===== config.mk =====
export PLATFORM = sky130hd
export DESIGN_NAME = gir_wb_ctrl_flat
export DESIGN_NICKNAME = d
export VERILOG_FILES = /design/src/rtl/gir_wb_ctrl_pkg.sv /design/src/rtl/gir_wb_ctrl_if.sv /design/src/rtl/gir_scoreboard.sv /design/src/rtl/gir_wb_ctrl.sv /design/src/flat_wrapper.sv
export SDC_FILE = /design/constraint.sdc
export NUM_CORES = 1
export LEC_CHECK = 0
export CAP_MARGIN = 40
export CORE_MARGIN = 8
export CORE_UTILIZATION = 40
export DETAILED_ROUTE_END_ITERATION = 6
export PLACE_DENSITY = 0.81
export SLEW_MARGIN = 20
export SYNTH_ARGS = -nofsm -noshare
export SYNTH_HDL_FRONTEND = slang
export SYNTH_SLANG_ARGS = --single-unit

===== constraint.sdc =====
create_clock -name clk -period 8.4 [get_ports clk]
set_input_delay 1.68 -clock clk [delete_from_list [all_inputs] [get_ports clk]]
set_output_delay 1.68 -clock clk [all_outputs]
set_load 0.005 [all_outputs]

===== src/rtl/gir_wb_ctrl_pkg.sv =====
// Shared constants and payload types for the integer register-file writeback controller.
package gir_wb_ctrl_pkg;
    localparam int unsigned XLEN      = 64;
    localparam int unsigned CNT_W     = 6;
    localparam int unsigned REG_IDX_W = 5;
    localparam int unsigned NREGS     = 32;

    typedef logic [REG_IDX_W-1:0] reg_idx_t;
    typedef logic [XLEN-1:0]      xdata_t;

    localparam reg_idx_t ZERO_REG = '0;

    typedef struct packed {
        reg_idx_t rd;
        xdata_t   data;
    } wb_req_t;
endpackage


===== src/rtl/gir_wb_ctrl_if.sv =====
// Issue, producer and register-file write port bundle of the writeback controller.
interface gir_wb_ctrl_if;
    import gir_wb_ctrl_pkg::*;

    logic             iss_valid;
    logic             iss_wen;
    reg_idx_t         iss_rd;
    reg_idx_t         iss_rs1;
    reg_idx_t         iss_rs2;
    logic             iss_ready;
    logic             alu_valid;
    logic             alu_ready;
    reg_idx_t         alu_rd;
    xdata_t           alu_data;
    logic             lsu_valid;
    logic             lsu_ready;
    reg_idx_t         lsu_rd;
    xdata_t           lsu_data;
    reg_idx_t         rd;
    logic             rd_wen;
    xdata_t           x_rd;
    logic [CNT_W-1:0] outstanding;
    logic             idle;
    logic             wb_err;

    modport slave (
        input  iss_valid, iss_wen, iss_rd, iss_rs1, iss_rs2,
        input  alu_valid, alu_rd, alu_data,
        input  lsu_valid, lsu_rd, lsu_data,
        output iss_ready, alu_ready, lsu_ready,
        output rd, rd_wen, x_rd, outstanding, idle, wb_err
    );

    modport master (
        output iss_valid, iss_wen, iss_rd, iss_rs1, iss_rs2,
        output alu_valid, alu_rd, alu_data,
        output lsu_valid, lsu_rd, lsu_data,
        input  iss_ready, alu_ready, lsu_ready,
        input  rd, rd_wen, x_rd, outstanding, idle, wb_err
    );
endinterface


===== src/rtl/gir_scoreboard.sv =====
// Busy-register scoreboard: per-register pending-write flags plus a count of busy registers.
module gir_scoreboard
    import gir_wb_ctrl_pkg::*;
(
    input  logic             clk,
    input  logic             rst_n,
    input  logic             set_en,
    input  reg_idx_t         set_idx,
    input  logic             clr_en,
    input  reg_idx_t         clr_idx,
    input  reg_idx_t         rs1_idx,
    input  reg_idx_t         rs2_idx,
    input  reg_idx_t         rd_idx,
    output logic             rs1_busy,
    output logic             rs2_busy,
    output logic             rd_busy,
    output logic             clr_busy,
    output logic [CNT_W-1:0] outstanding
);
    logic [NREGS-1:0] busy;
    logic [NREGS-1:0] busy_nxt;
    logic             set_hit;
    logic             clr_hit;

    assign rs1_busy = busy[rs1_idx];
    assign rs2_busy = busy[rs2_idx];
    assign rd_busy  = busy[rd_idx];
    assign clr_busy = busy[clr_idx];

    // A clear of a register that is not busy is ignored so the count stays exact.
    assign set_hit = set_en && (set_idx != ZERO_REG);
    assign clr_hit = clr_en && busy[clr_idx];

    always_comb begin
        busy_nxt = busy;
        if (clr_hit) busy_nxt[clr_idx] = 1'b0;
        if (set_hit) busy_nxt[set_idx] = 1'b1;
        busy_nxt[ZERO_REG] = 1'b0;
    end

    always_ff @(posedge clk or negedge rst_n) begin
        if (!rst_n) begin
            busy        <= '0;
            outstanding <= '0;
        end else begin
            busy        <= busy_nxt;
            outstanding <= outstanding + CNT_W'(set_hit) - CNT_W'(clr_hit);
        end
    end
endmodule


===== src/rtl/gir_wb_ctrl.sv =====
// Integer register-file write controller: LSU-over-ALU arbitration, one registered
// writeback stage, and a busy scoreboard for issue-side RAW/WAW stalls.
module gir_wb_ctrl
    import gir_wb_ctrl_pkg::*;
(
    input  logic          clk,
    input  logic          rst,
    gir_wb_ctrl_if.slave  bus
);
    logic             rs1_busy;
    logic             rs2_busy;
    logic             rd_busy;
    logic             clr_busy;
    logic             haz;
    logic             iss_fire;
    logic             lsu_fire;
    logic             alu_fire;
    logic             acc_write;
    wb_req_t          sel;
    reg_idx_t         wb_rd;
    xdata_t           wb_data;
    logic             wb_wen;
    logic             wb_err_q;
    logic [CNT_W-1:0] outstanding;

    assign haz           = rs1_busy | rs2_busy | (bus.iss_wen & rd_busy);
    assign bus.iss_ready = ~haz;
    assign iss_fire      = bus.iss_valid & ~haz & bus.iss_wen;

    assign bus.lsu_ready = 1'b1;
    assign bus.alu_ready = ~bus.lsu_valid;
    assign lsu_fire      = bus.lsu_valid;
    assign alu_fire      = bus.alu_valid & ~bus.lsu_valid;

    always_comb begin
        sel.rd   = bus.alu_rd;
        sel.data = bus.alu_data;
        if (lsu_fire) begin
            sel.rd   = bus.lsu_rd;
            sel.data = bus.lsu_data;
        end
    end

    // Results to x0 are consumed but never reach the register file.
    assign acc_write = (lsu_fire | alu_fire) && (sel.rd != ZERO_REG);

    gir_scoreboard u_scoreboard (
        .clk         (clk),
        .rst_n       (rst),
        .set_en      (iss_fire),
        .set_idx     (bus.iss_rd),
        .clr_en      (wb_wen),
        .clr_idx     (wb_rd),
        .rs1_idx     (bus.iss_rs1),
        .rs2_idx     (bus.iss_rs2),
        .rd_idx      (bus.iss_rd),
        .rs1_busy    (rs1_busy),
        .rs2_busy    (rs2_busy),
        .rd_busy     (rd_busy),
        .clr_busy    (clr_busy),
        .outstanding (outstanding)
    );

    // Writeback stage; the error flags a write retiring to a register nobody reserved.
    always_ff @(posedge clk or negedge rst) begin
        if (!rst) begin
            wb_wen   <= 1'b0;
            wb_rd    <= '0;
            wb_data  <= '0;
            wb_err_q <= 1'b0;
        end else begin
            wb_wen <= acc_write;
            if (acc_write) begin
                wb_rd   <= sel.rd;
                wb_data <= sel.data;
            end
            if (wb_wen && !clr_busy) wb_err_q <= 1'b1;
        end
    end

    assign bus.rd          = wb_rd;
    assign bus.rd_wen      = wb_wen;
    assign bus.x_rd        = wb_data;
    assign bus.wb_err      = wb_err_q;
    assign bus.outstanding = outstanding;
    assign bus.idle        = (outstanding == '0) & ~wb_wen;
endmodule

===== src/flat_wrapper.sv =====
// flat-port wrapper written by rule: the top's interface ports become plain ports
module gir_wb_ctrl_flat import gir_wb_ctrl_pkg::*;
  (clk, rst, bus_iss_valid, bus_iss_wen, bus_iss_rd, bus_iss_rs1, bus_iss_rs2, bus_alu_valid, bus_alu_rd, bus_alu_data, bus_lsu_valid, bus_lsu_rd, bus_lsu_data, bus_iss_ready, bus_alu_ready, bus_lsu_ready, bus_rd, bus_rd_wen, bus_x_rd, bus_outstanding, bus_idle, bus_wb_err);
  gir_wb_ctrl_if bus_i ();
  input  logic clk;
  input  logic rst;
  input wire logic [$bits(bus_i.iss_valid)-1:0] bus_iss_valid;
  input wire logic [$bits(bus_i.iss_wen)-1:0] bus_iss_wen;
  input wire logic [$bits(bus_i.iss_rd)-1:0] bus_iss_rd;
  input wire logic [$bits(bus_i.iss_rs1)-1:0] bus_iss_rs1;
  input wire logic [$bits(bus_i.iss_rs2)-1:0] bus_iss_rs2;
  input wire logic [$bits(bus_i.alu_valid)-1:0] bus_alu_valid;
  input wire logic [$bits(bus_i.alu_rd)-1:0] bus_alu_rd;
  input wire logic [$bits(bus_i.alu_data)-1:0] bus_alu_data;
  input wire logic [$bits(bus_i.lsu_valid)-1:0] bus_lsu_valid;
  input wire logic [$bits(bus_i.lsu_rd)-1:0] bus_lsu_rd;
  input wire logic [$bits(bus_i.lsu_data)-1:0] bus_lsu_data;
  output wire logic [$bits(bus_i.iss_ready)-1:0] bus_iss_ready;
  output wire logic [$bits(bus_i.alu_ready)-1:0] bus_alu_ready;
  output wire logic [$bits(bus_i.lsu_ready)-1:0] bus_lsu_ready;
  output wire logic [$bits(bus_i.rd)-1:0] bus_rd;
  output wire logic [$bits(bus_i.rd_wen)-1:0] bus_rd_wen;
  output wire logic [$bits(bus_i.x_rd)-1:0] bus_x_rd;
  output wire logic [$bits(bus_i.outstanding)-1:0] bus_outstanding;
  output wire logic [$bits(bus_i.idle)-1:0] bus_idle;
  output wire logic [$bits(bus_i.wb_err)-1:0] bus_wb_err;
  assign bus_i.iss_valid = bus_iss_valid;
  assign bus_i.iss_wen = bus_iss_wen;
  assign bus_i.iss_rd = bus_iss_rd;
  assign bus_i.iss_rs1 = bus_iss_rs1;
  assign bus_i.iss_rs2 = bus_iss_rs2;
  assign bus_i.alu_valid = bus_alu_valid;
  assign bus_i.alu_rd = bus_alu_rd;
  assign bus_i.alu_data = bus_alu_data;
  assign bus_i.lsu_valid = bus_lsu_valid;
  assign bus_i.lsu_rd = bus_lsu_rd;
  assign bus_i.lsu_data = bus_lsu_data;
  assign bus_iss_ready = bus_i.iss_ready;
  assign bus_alu_ready = bus_i.alu_ready;
  assign bus_lsu_ready = bus_i.lsu_ready;
  assign bus_rd = bus_i.rd;
  assign bus_rd_wen = bus_i.rd_wen;
  assign bus_x_rd = bus_i.x_rd;
  assign bus_outstanding = bus_i.outstanding;
  assign bus_idle = bus_i.idle;
  assign bus_wb_err = bus_i.wb_err;
  gir_wb_ctrl u_core (.clk(clk), .rst(rst), .bus(bus_i));
endmodule

# ---- Word-level counts from Yosys, hierarchy flattened
# Cells that the tools add are included.
dict set report classes {
  n_addsub 2
  n_lt_le_gt_ge 6
  muxes 15
  n_bitwise 14
  reduce_logical 10
}
# operator n
set ops {}
lappend ops {{69-bit 2-to-1 mux} 1}
lappend ops {{32-bit 2-to-1 mux} 2}
lappend ops {{32-bit bitwise AND} 1}
lappend ops {{32-bit inverter} 1}
lappend ops {{32-bit bitwise OR} 1}
lappend ops {{5-bit by 6-bit < comparator with 1-bit output, second input constant} 4}
lappend ops {{1-bit binary-select mux with 5-bit select} 4}
lappend ops {{1-bit demux with 5-bit select} 2}
lappend ops {{5-bit by 1-bit greater-or-equal comparator with 1-bit output, second input constant} 2}
lappend ops {{5-bit nonzero test} 2}
lappend ops {{6-bit by 1-bit adder with 6-bit output} 1}
lappend ops {{1-bit logical AND} 6}
lappend ops {{6-bit zero test} 1}
lappend ops {{1-bit 2-to-1 mux} 6}
lappend ops {{6-bit by 1-bit subtractor with 6-bit output} 1}
lappend ops {{1-bit bitwise AND} 5}
lappend ops {{1-bit inverter} 3}
lappend ops {{1-bit bitwise OR} 3}
lappend ops {{1-bit zero test} 1}
dict set report word_totals {
  ff_bits 108
  in_bits 159
  output_inout_bits 81
  wordCells 53
}

# ---- Longest topological paths before layout
# Gate-level depths: netlist of run 1.
dict set report depth {
  word_depth 10
  depth_mapped 16
  ltp_nobuf 14
}

# ---- Modules after synthesis
# A second synthesis of run 1 with hierarchy kept.
dict set report hier_totals {
  cells_unflattened 520
  area_unflattened_um2 6662.6
}
# mod n_inst cells_per_inst area_each_um2 seq_area_each_um2
set modules_own_cells {}
lappend modules_own_cells {gir_wb_ctrl 1 241 3538.4 1776.7}
lappend modules_own_cells {gir_scoreboard 1 279 3124.2 925.9}

# ---- Least setup slack after synthesis of run 1
# No wires, ideal clock.
dict set report synth_path {
  path_kind {input -> output}
  from {input port bus_iss_rs1[0]}
  to {output port bus_iss_ready}
  arrival_time_ps 3299
  t_required_ps 6720
  setup_slack_ps 3421
  path_stages 8
  path_cell_list {buf_2 > mux4_2 > nand3b_1 > o31a_1 > o211ai_1 > o211ai_1 > buf_2 > a21oi_1}
}
dict set report synth_via {
  elab_chain_cells 5
}
# element line
set synth_lines {}
lappend synth_lines {{start, declared} flat_wrapper.sv:10} ;# input wire logic [$bits(bus_i.iss_rs1)-1:0] bus_iss_rs1;
lappend synth_lines {{1-bit binary-select mux with 5-bit select} gir_scoreboard.sv:25} ;# assign rs1_busy = busy[rs1_idx];
lappend synth_lines {{1-bit 2-to-1 mux (implied by the code)} gir_scoreboard.sv:25}
lappend synth_lines {{1-bit bitwise OR (2 in a row)} gir_wb_ctrl.sv:26} ;# assign haz = rs1_busy | rs2_busy | (bus.iss_wen & rd_busy);
lappend synth_lines {{1-bit inverter} gir_wb_ctrl.sv:27} ;# assign bus.iss_ready = ~haz;
lappend synth_lines {{end, declared} flat_wrapper.sv:18} ;# output wire logic [$bits(bus_i.iss_ready)-1:0] bus_iss_ready;
# Every way passes these cells. The select of a mux whose other input is x is not followed.

# ---- Final worst setup path of run 1
dict set report layout_path {
  from {input port bus_iss_rd[1]}
  to {output port bus_iss_ready}
}
dict set report layout_via {
  elab_chain_cells 5
}
# element line
set layout_lines {}
lappend layout_lines {{start, declared} flat_wrapper.sv:9} ;# input wire logic [$bits(bus_i.iss_rd)-1:0] bus_iss_rd;
lappend layout_lines {{1-bit binary-select mux with 5-bit select} gir_scoreboard.sv:27} ;# assign rd_busy = busy[rd_idx];
lappend layout_lines {{1-bit 2-to-1 mux (implied by the code)} gir_scoreboard.sv:27}
lappend layout_lines {{1-bit bitwise AND} gir_wb_ctrl.sv:26}
lappend layout_lines {{1-bit bitwise OR} gir_wb_ctrl.sv:26}
lappend layout_lines {{1-bit inverter} gir_wb_ctrl.sv:27}
# Every way passes these cells. The select of a mux whose other input is x is not followed.

==> flow_summary_export.csv, run 1 <==
group,metric,value,unit
cts,clk_pin_slew,0.08,ns
hold_path,worstHoldStart,"u_core.bus.wb_err$_DFFE_PN0P_",
hold_path,whs_path_depth,1,
logic_synthesis,synth_compound_area_share,15.4,%
floorplanning,io_pins,240,
floorplanning,start_util,40.6,%
cts,hold_buffers,0,
cts,clk_latency,0.35,ns
logic_synthesis,syn-num-nets,805,
setup_path,r2r_setup_slack,4.70,ns
logic_synthesis,synth_cells,637,
route,vias_per_cell,5.61,
floorplanning,die_h,143,um
floorplanning,die-area,0.0204,mm2
cts,cts_buffers,9,
place,port_buffers,238,
cts,htree_levels,3,
cts,cts_tree,"done",
final_layout,fill_cells,1329,
route,first_pass_iters,5,
logic_synthesis,synthMuxAreaShare,21.3,%
place,hpwl,17700,um
final_layout,stdcell_count,1066,
final_layout,seq_area,0.00270,mm2
logic_synthesis,synth_cell_types,56,
final_layout,multi_input_area,0.00341,mm2
logic_synthesis,yosysWarnings,0,
setup_path,r2r-end,"u_core.u_scoreboard.outstanding[4]$_DFF_PN0_",
logic_synthesis,synth_top_area_share,42.0,%
timing,setup_viol,0,
global_routing,grt_max_degree,90,
timing,rsz0062_at_grt,"false",
place,place_inst,1050,
setup_path,cp-end-kind,"output pin",
final_layout,final_core_util,58.3,%
logic_synthesis,synth_edf_count,0,
logic_synthesis,synth-seq-cells,108,
timing,setup-tns-final,0,ns
hold_path,hold_path_class,"flop to flop",
cts,clock-sinks,108,
setup_path,worstPathArrival,4.72,ns
global_routing,grt_antenna_before_repair,1,
timing,post-route-period-util,76.2,%
setup_path,start_kind,"primary input",
route,wl_per_cell,21.5,um
timing,tightest_slew,0.801,ns
final_layout,final_area,0.00923,mm2
logic_synthesis,ys_seq_area_share,42.0,%
global_routing,grt_pass1_wl,35800,um
logic_synthesis,ys.flop_type,"dfrtp_1",
power,powerDensity,226,mW/mm2
flow_run,maxCapViolations,0,
cts,cts-resized-gates,0,
cts,clock_path_buffers,2,
place,gp_congestion,0.932,
floorplanning,rows,46,
route,ant_nets,0,
logic_synthesis,syn_area_per_cell,10.1,um2
power,ir_drop,0.113,mV
setup_path,worstPathRequired,6.72,ns
setup_path,regToRegStartpoint,"u_core.u_scoreboard.busy[26]$_DFF_PN0_",
global_routing,first_global_vias,6239,
timing,hold_violations,0,
logic_synthesis,synth-simple-area-share,13.6,%
route,drc,0,
global_routing,track_usage,22.9,%
hold_path,min_to,"u_core.bus.wb_err$_DFFE_PN0P_",
timing,slew_headroom,46.6,%
final_layout,nNetsFinal,1013,
timing,period_needed,6.40,ns
place,place_area,0.00893,mm2
logic_synthesis,yosysTopAreaCell,"dfrtp_1",
setup_path,critPathKind,"primary input to output pin",
logic_synthesis,synth_top_family_by_area,"multiplexers",
floorplanning,core_area,0.0158,mm2
logic_synthesis,synthAdderAreaFrac,1.87,%
setup_path,critPathMaxFanout,32,
floorplanning,die_x,143,um
logic_synthesis,async_flop_share,100,%
power,power,2.08,mW
logic_synthesis,synth_most_common_cell,"dfrtp_1",
timing,fin_skew,0.00954,ns
logic_synthesis,syn-cell-area,0.00643,mm2
final_layout,area_growth,43.5,%
power,power.leakage,3.70,nW
route,drt_iter0_drc,515,
logic_synthesis,yosys-top-cells-count,"dfrtp_1, mux2i_1, nor2_1",
final_layout,antennaDiodeCount,0,
logic_synthesis,ys_top_cells_by_area,"dfrtp_1, mux2i_1, mux4_2, a21oi_1, nor2_1",
run_status,outcome,"finished, final reports clean",
cts,clockRootBuffer,"clkbuf_16",
global_routing,grt-ovfl-total,0,
logic_synthesis,synthXorXnorAreaFrac,0.545,%
timing,slew_viol_final,0,
route,finalWirelength,22900,um
setup_path,r2r_cells,14,
final_layout,drive_gt1_share,7.06,%
cts,cts_setup_buffers,0,
route,vias,5975,
timing,timing.fmax,0.156,GHz
==> layout make-up <==
type	count	share of cell area, %
well taps	216	2.93
inverters	16	0.651
flip-flops and latches	108	29.3
clock buffers	11	2.74
multi-input cells	462	36.9
clock inverters	5	0.475
repair buffers	248	27.0
==> per-stage QoR <==
step | setup slack, ns | hold slack [ns]
2_1_floorplan | 3.42 | 0.451
3_3_place_gp | 1.70 | 0.463
3_5_place_dp | 2.01 | 0.469
4_1_cts | 1.99 | 0.486
5_1_grt | 1.90 | 0.499
6_report | 2.00 | 0.484
==> flip-flops by register name, summed over array words and instances, names as in the netlist <==
name	flops
u_core.u_scoreboard.busy	31
u_core.bus.rd	5
u_core.bus.wb_err	1
u_core.bus.x_rd	64
u_core.bus.rd_wen	1
u_core.u_scoreboard.outstanding	6
==> critical path: stages <==
cell	delay (ns)
clkdlybuf4s50_1	0.65
buf_8	0.23
mux4_2	0.51
a32o_1	0.26
nor4b_4	0.26
buf_4	0.34
inv_1	0.10
a21oi_1	0.17
clkdlybuf4s50_1	0.52
==> cell families after synthesis <==
group | count (synthesis)
fa+ha+maj | 9
compound gates | 168
xor+xnor | 4
flops | 108
simple gates | 171
mux | 109
other cells | 1
buf+inv | 67
==> cell usage in the layout, fill, tap and decap left out, types with 2 or more instances in the layout <==
cell             netlist  final
o21ai_1               31     31
clkdlybuf4s50_1        0    236
nand3b_1              11     11
buf_4                  5      8
o21ai_0                6      5
o22ai_1                6      6
dfrtp_1              108    108
a21o_1                 3      3
a21oi_1               75     75
xor2_1                 3      3
or4_1                  2      2
a32oi_1                3      3
clkinv_4               0      4
clkbuf_8               0      2
nand3_1               28     28
nand4_1                5      5
ha_1                   8      8
nand4b_1               2      2
inv_1                 16     16
o31ai_1               31     31
o32ai_1                2      2
o211ai_1               2      2
nand2_1               10     10
nor2_1                83     83
mux2i_1               84     84
a211o_1                2      2
nand2b_1              11     11
mux4_2                22     22
mux2_2                 3      3
nor2b_1                4      4
clkbuf_16              0      9
nor3_1                 2      2
nor3b_2                2      2
==> how the worst max path moves through the flow <==
stage	from	endpoint	slack, ns	cells past startpoint
3_3_place_gp	bus_iss_rd[1]	bus_iss_ready	1.70	8
5_1_grt	bus_iss_rd[1]	bus_iss_ready	1.90	9
2_1_floorplan	bus_iss_rs1[0]	bus_iss_ready	3.42	8
4_1_cts	bus_iss_rd[1]	bus_iss_ready	1.99	9
6_report	bus_iss_rd[1]	bus_iss_ready	2.00	9
3_5_place_dp	bus_iss_rd[1]	bus_iss_ready	2.01	9
==> per-layer routing <==
layer / GRT usage [%] / vias up / part of all wire (%)
met1: 26.9 / 2837 / 38
met4: 8.72 / 2 / 2.8
li1: - / 2750 / -
met2: 39.0 / 335 / 50
met5: 0 / - / 0.044
met3: 6.54 / 51 / 9.2
==> power breakdown <==
group | leakage (nW) | switching (mW) | total (mW) | internal [mW]
Clock | 0.146 | 0.198 | 0.418 | 0.221
Combinational | 2.35 | 0.361 | 0.804 | 0.443
Sequential | 1.21 | 0.208 | 0.860 | 0.652
Total | 3.70 | 0.766 | 2.08 | 1.32
Power figures use the tool's default switching activity.
==> run 2, diff against run 1 <==
- clock period: 8.4 -> 6.43 ns (I/O delays scaled with it)
==> run 2 against run 1 <==
First-iteration DRC count is 37% higher. Via count shrank 1.1%. Sequential cell count is the same. Final cell count about the same. Highest routed layer unchanged.
==> flow_summary_export.csv, run 2 (synthesis gave the netlist of run 1 again) <==
group,metric,value,unit
global_routing,track_usage,22.6,%
flow_run,maxCapViolations,0,
cts,clockRootBuffer,"clkbuf_16",
cts,cts-resized-gates,0,
final_layout,area_growth,43.7,%
timing,fin_skew,0.00469,ns
final_layout,drive_gt1_share,6.83,%
floorplanning,die-area,0.0204,mm2
power,switching_share,35.5,%
place,port_buffers,238,
setup_path,r2r_setup_slack,2.71,ns
cts,clock_path_buffers,2,
setup_path,crit_path_frequent_cell,"clkdlybuf4s50_1",
timing,post-route-period-util,84.2,%
timing,hold_violations,0,
floorplanning,die_x,143,um
cts,cts_setup_buffers,0,
power,pwr-share-clk,22.2,%
cts,cts_buffers,9,
final_layout,antennaDiodeCount,0,
cts,cts_tree,"done",
place,gp_congestion,0.970,
route,ant_nets,0,
global_routing,grt_antenna_before_repair,2,
power,cellInternalPower,1.80,mW
cts,htree_levels,3,
final_layout,layout_commonest_cell,"clkdlybuf4s50_1",
timing,slew_viol_final,0,
cts,clk_latency,0.34,ns
timing,period_needed,5.41,ns
setup_path,cp-end-kind,"output pin",
route,first_pass_iters,7,
route,vias_per_cell,5.55,
timing,setup-tns-final,0,ns
floorplanning,die_h,143,um
run_status,outcome,"finished, final reports clean",
setup_path,slowest_stage,"clkdlybuf4s50_1",
cts,clock-sinks,108,
route,vias,5912,
setup_path,start_kind,"primary input",
route,finalWirelength,22600,um
global_routing,grt-ovfl-total,0,
floorplanning,io_pins,240,
setup_path,worstPathCellList,"clkdlybuf4s50_1 > buf_4 > mux2i_1 > o22ai_1 > a211o_1 > nor4b_4 > inv_1 > a21oi_1 > clkdlybuf4s50_1",
power,pwr-share-seq,40.5,%
power,powerDensity,302,mW/mm2
cts,hold_buffers,0,
floorplanning,core_area,0.0158,mm2
final_layout,largest_reg_flops,64,
floorplanning,start_util,40.6,%
power,ir_drop,0.148,mV
route,wl_per_cell,21.2,um
final_layout,final_cell_mix,"clkdlybuf4s50_1, dfrtp_1, mux2i_1",
power,power_switching,0.992,mW
hold_path,hold_path_class,"flop to flop",
setup_path,worstPathRequired,5.14,ns
timing,rsz0062_at_grt,"false",
setup_path,cpPeakStageDelay,0.81,ns
power,power_frac_comb,37.3,%
setup_path,critPathMaxFanout,12,
route,drt_iter0_drc,705,
timing,layout_setup_ws,1.02,ns
global_routing,first_global_vias,6152,
power,power.leakage,3.71,nW
route,drc,0,
final_layout,nNetsFinal,1012,
place,place_ws,1.04,ns
timing,timing.fmax,0.185,GHz
place,hpwl,17400,um
timing,tightest_slew,0.769,ns
global_routing,grt_pass1_wl,35600,um
floorplanning,rows,46,
cts,clk_pin_slew,0.07,ns
timing,setup_viol,0,
setup_path,worstPathArrival,4.13,ns
global_routing,grt_max_degree,82,
setup_path,critPathKind,"primary input to output pin",
timing,slew_headroom,48.7,%
## run 2: routing by layer
metal,global-route usage (%),share of wire [%]
met1,26.3,37
met2,38.5,50
met4,8.11,3.3
met3,6.94,9.5
met5,0,0.10
## run 2: worst paths after layout
| check | start | to | cells past startpoint |
|---|---|---|---|
| max | bus_iss_rd[1] | bus_iss_ready | 9 |
| min reg2reg | u_core.bus.wb_err$_DFFE_PN0P_ | u_core.bus.wb_err$_DFFE_PN0P_ | 1 |
| min | u_core.bus.wb_err$_DFFE_PN0P_ | u_core.bus.wb_err$_DFFE_PN0P_ | 1 |
| max reg2reg | u_core.u_scoreboard.busy[13]$_DFF_PN0_ | u_core.u_scoreboard.outstanding[4]$_DFF_PN0_ | 15 |
| max in group asynchronous | rst | u_core.bus.x_rd[53]$_DFFE_PN0P_ | 2 |
| min in group asynchronous | rst | u_core.bus.x_rd[14]$_DFFE_PN0P_ | 1 |
## run 2: area by class of cell
| cell class | instances | area (um2) |
|---|---|---|
| fillers | 1349 | 6590 |
| well taps | 216 | 270 |
| flip-flops and latches | 108 | 2700 |
| clock buffers | 13 | 270 |
| multi-input cells | 462 | 3410 |
| inverters | 16 | 60.1 |
| clock inverters | 3 | 67.6 |
| repair buffers | 247 | 2460 |
## run 2: worst max-delay path: cells and delay by family
kind / cells / cell delay [ns]
AO/OA/AOI/OAI: 3 / 0.58
AND/OR/NAND/NOR: 1 / 0.31
buffers and inverters: 4 / 1.74
multiplexers: 1 / 0.21
## run 2: power by group through the flow
stage	clock (mW)	sequential [mW]	combinational, mW
after floorplan	0	0.995	0.663
after global placement	0	1.12	1.01
after detailed placement	0	1.13	1.04
after CTS	0.630	1.11	1.04
after global routing	0.661	1.14	1.14
final	0.620	1.13	1.04
## run 2: metrics by stage
step	power, mW	instance area (um2)	hold WS (ns)	instances	utilization [%]
finish	2.79	9240	0.467	1065	58.4
floorplan	1.66	6430	0.451	637	-
global route	2.94	9240	0.491	1065	58.4
CTS	2.79	9240	0.468	1065	58.4
detailed placement	2.16	8900	0.449	1049	56.2
global placement	2.14	8870	0.444	1047	56.0
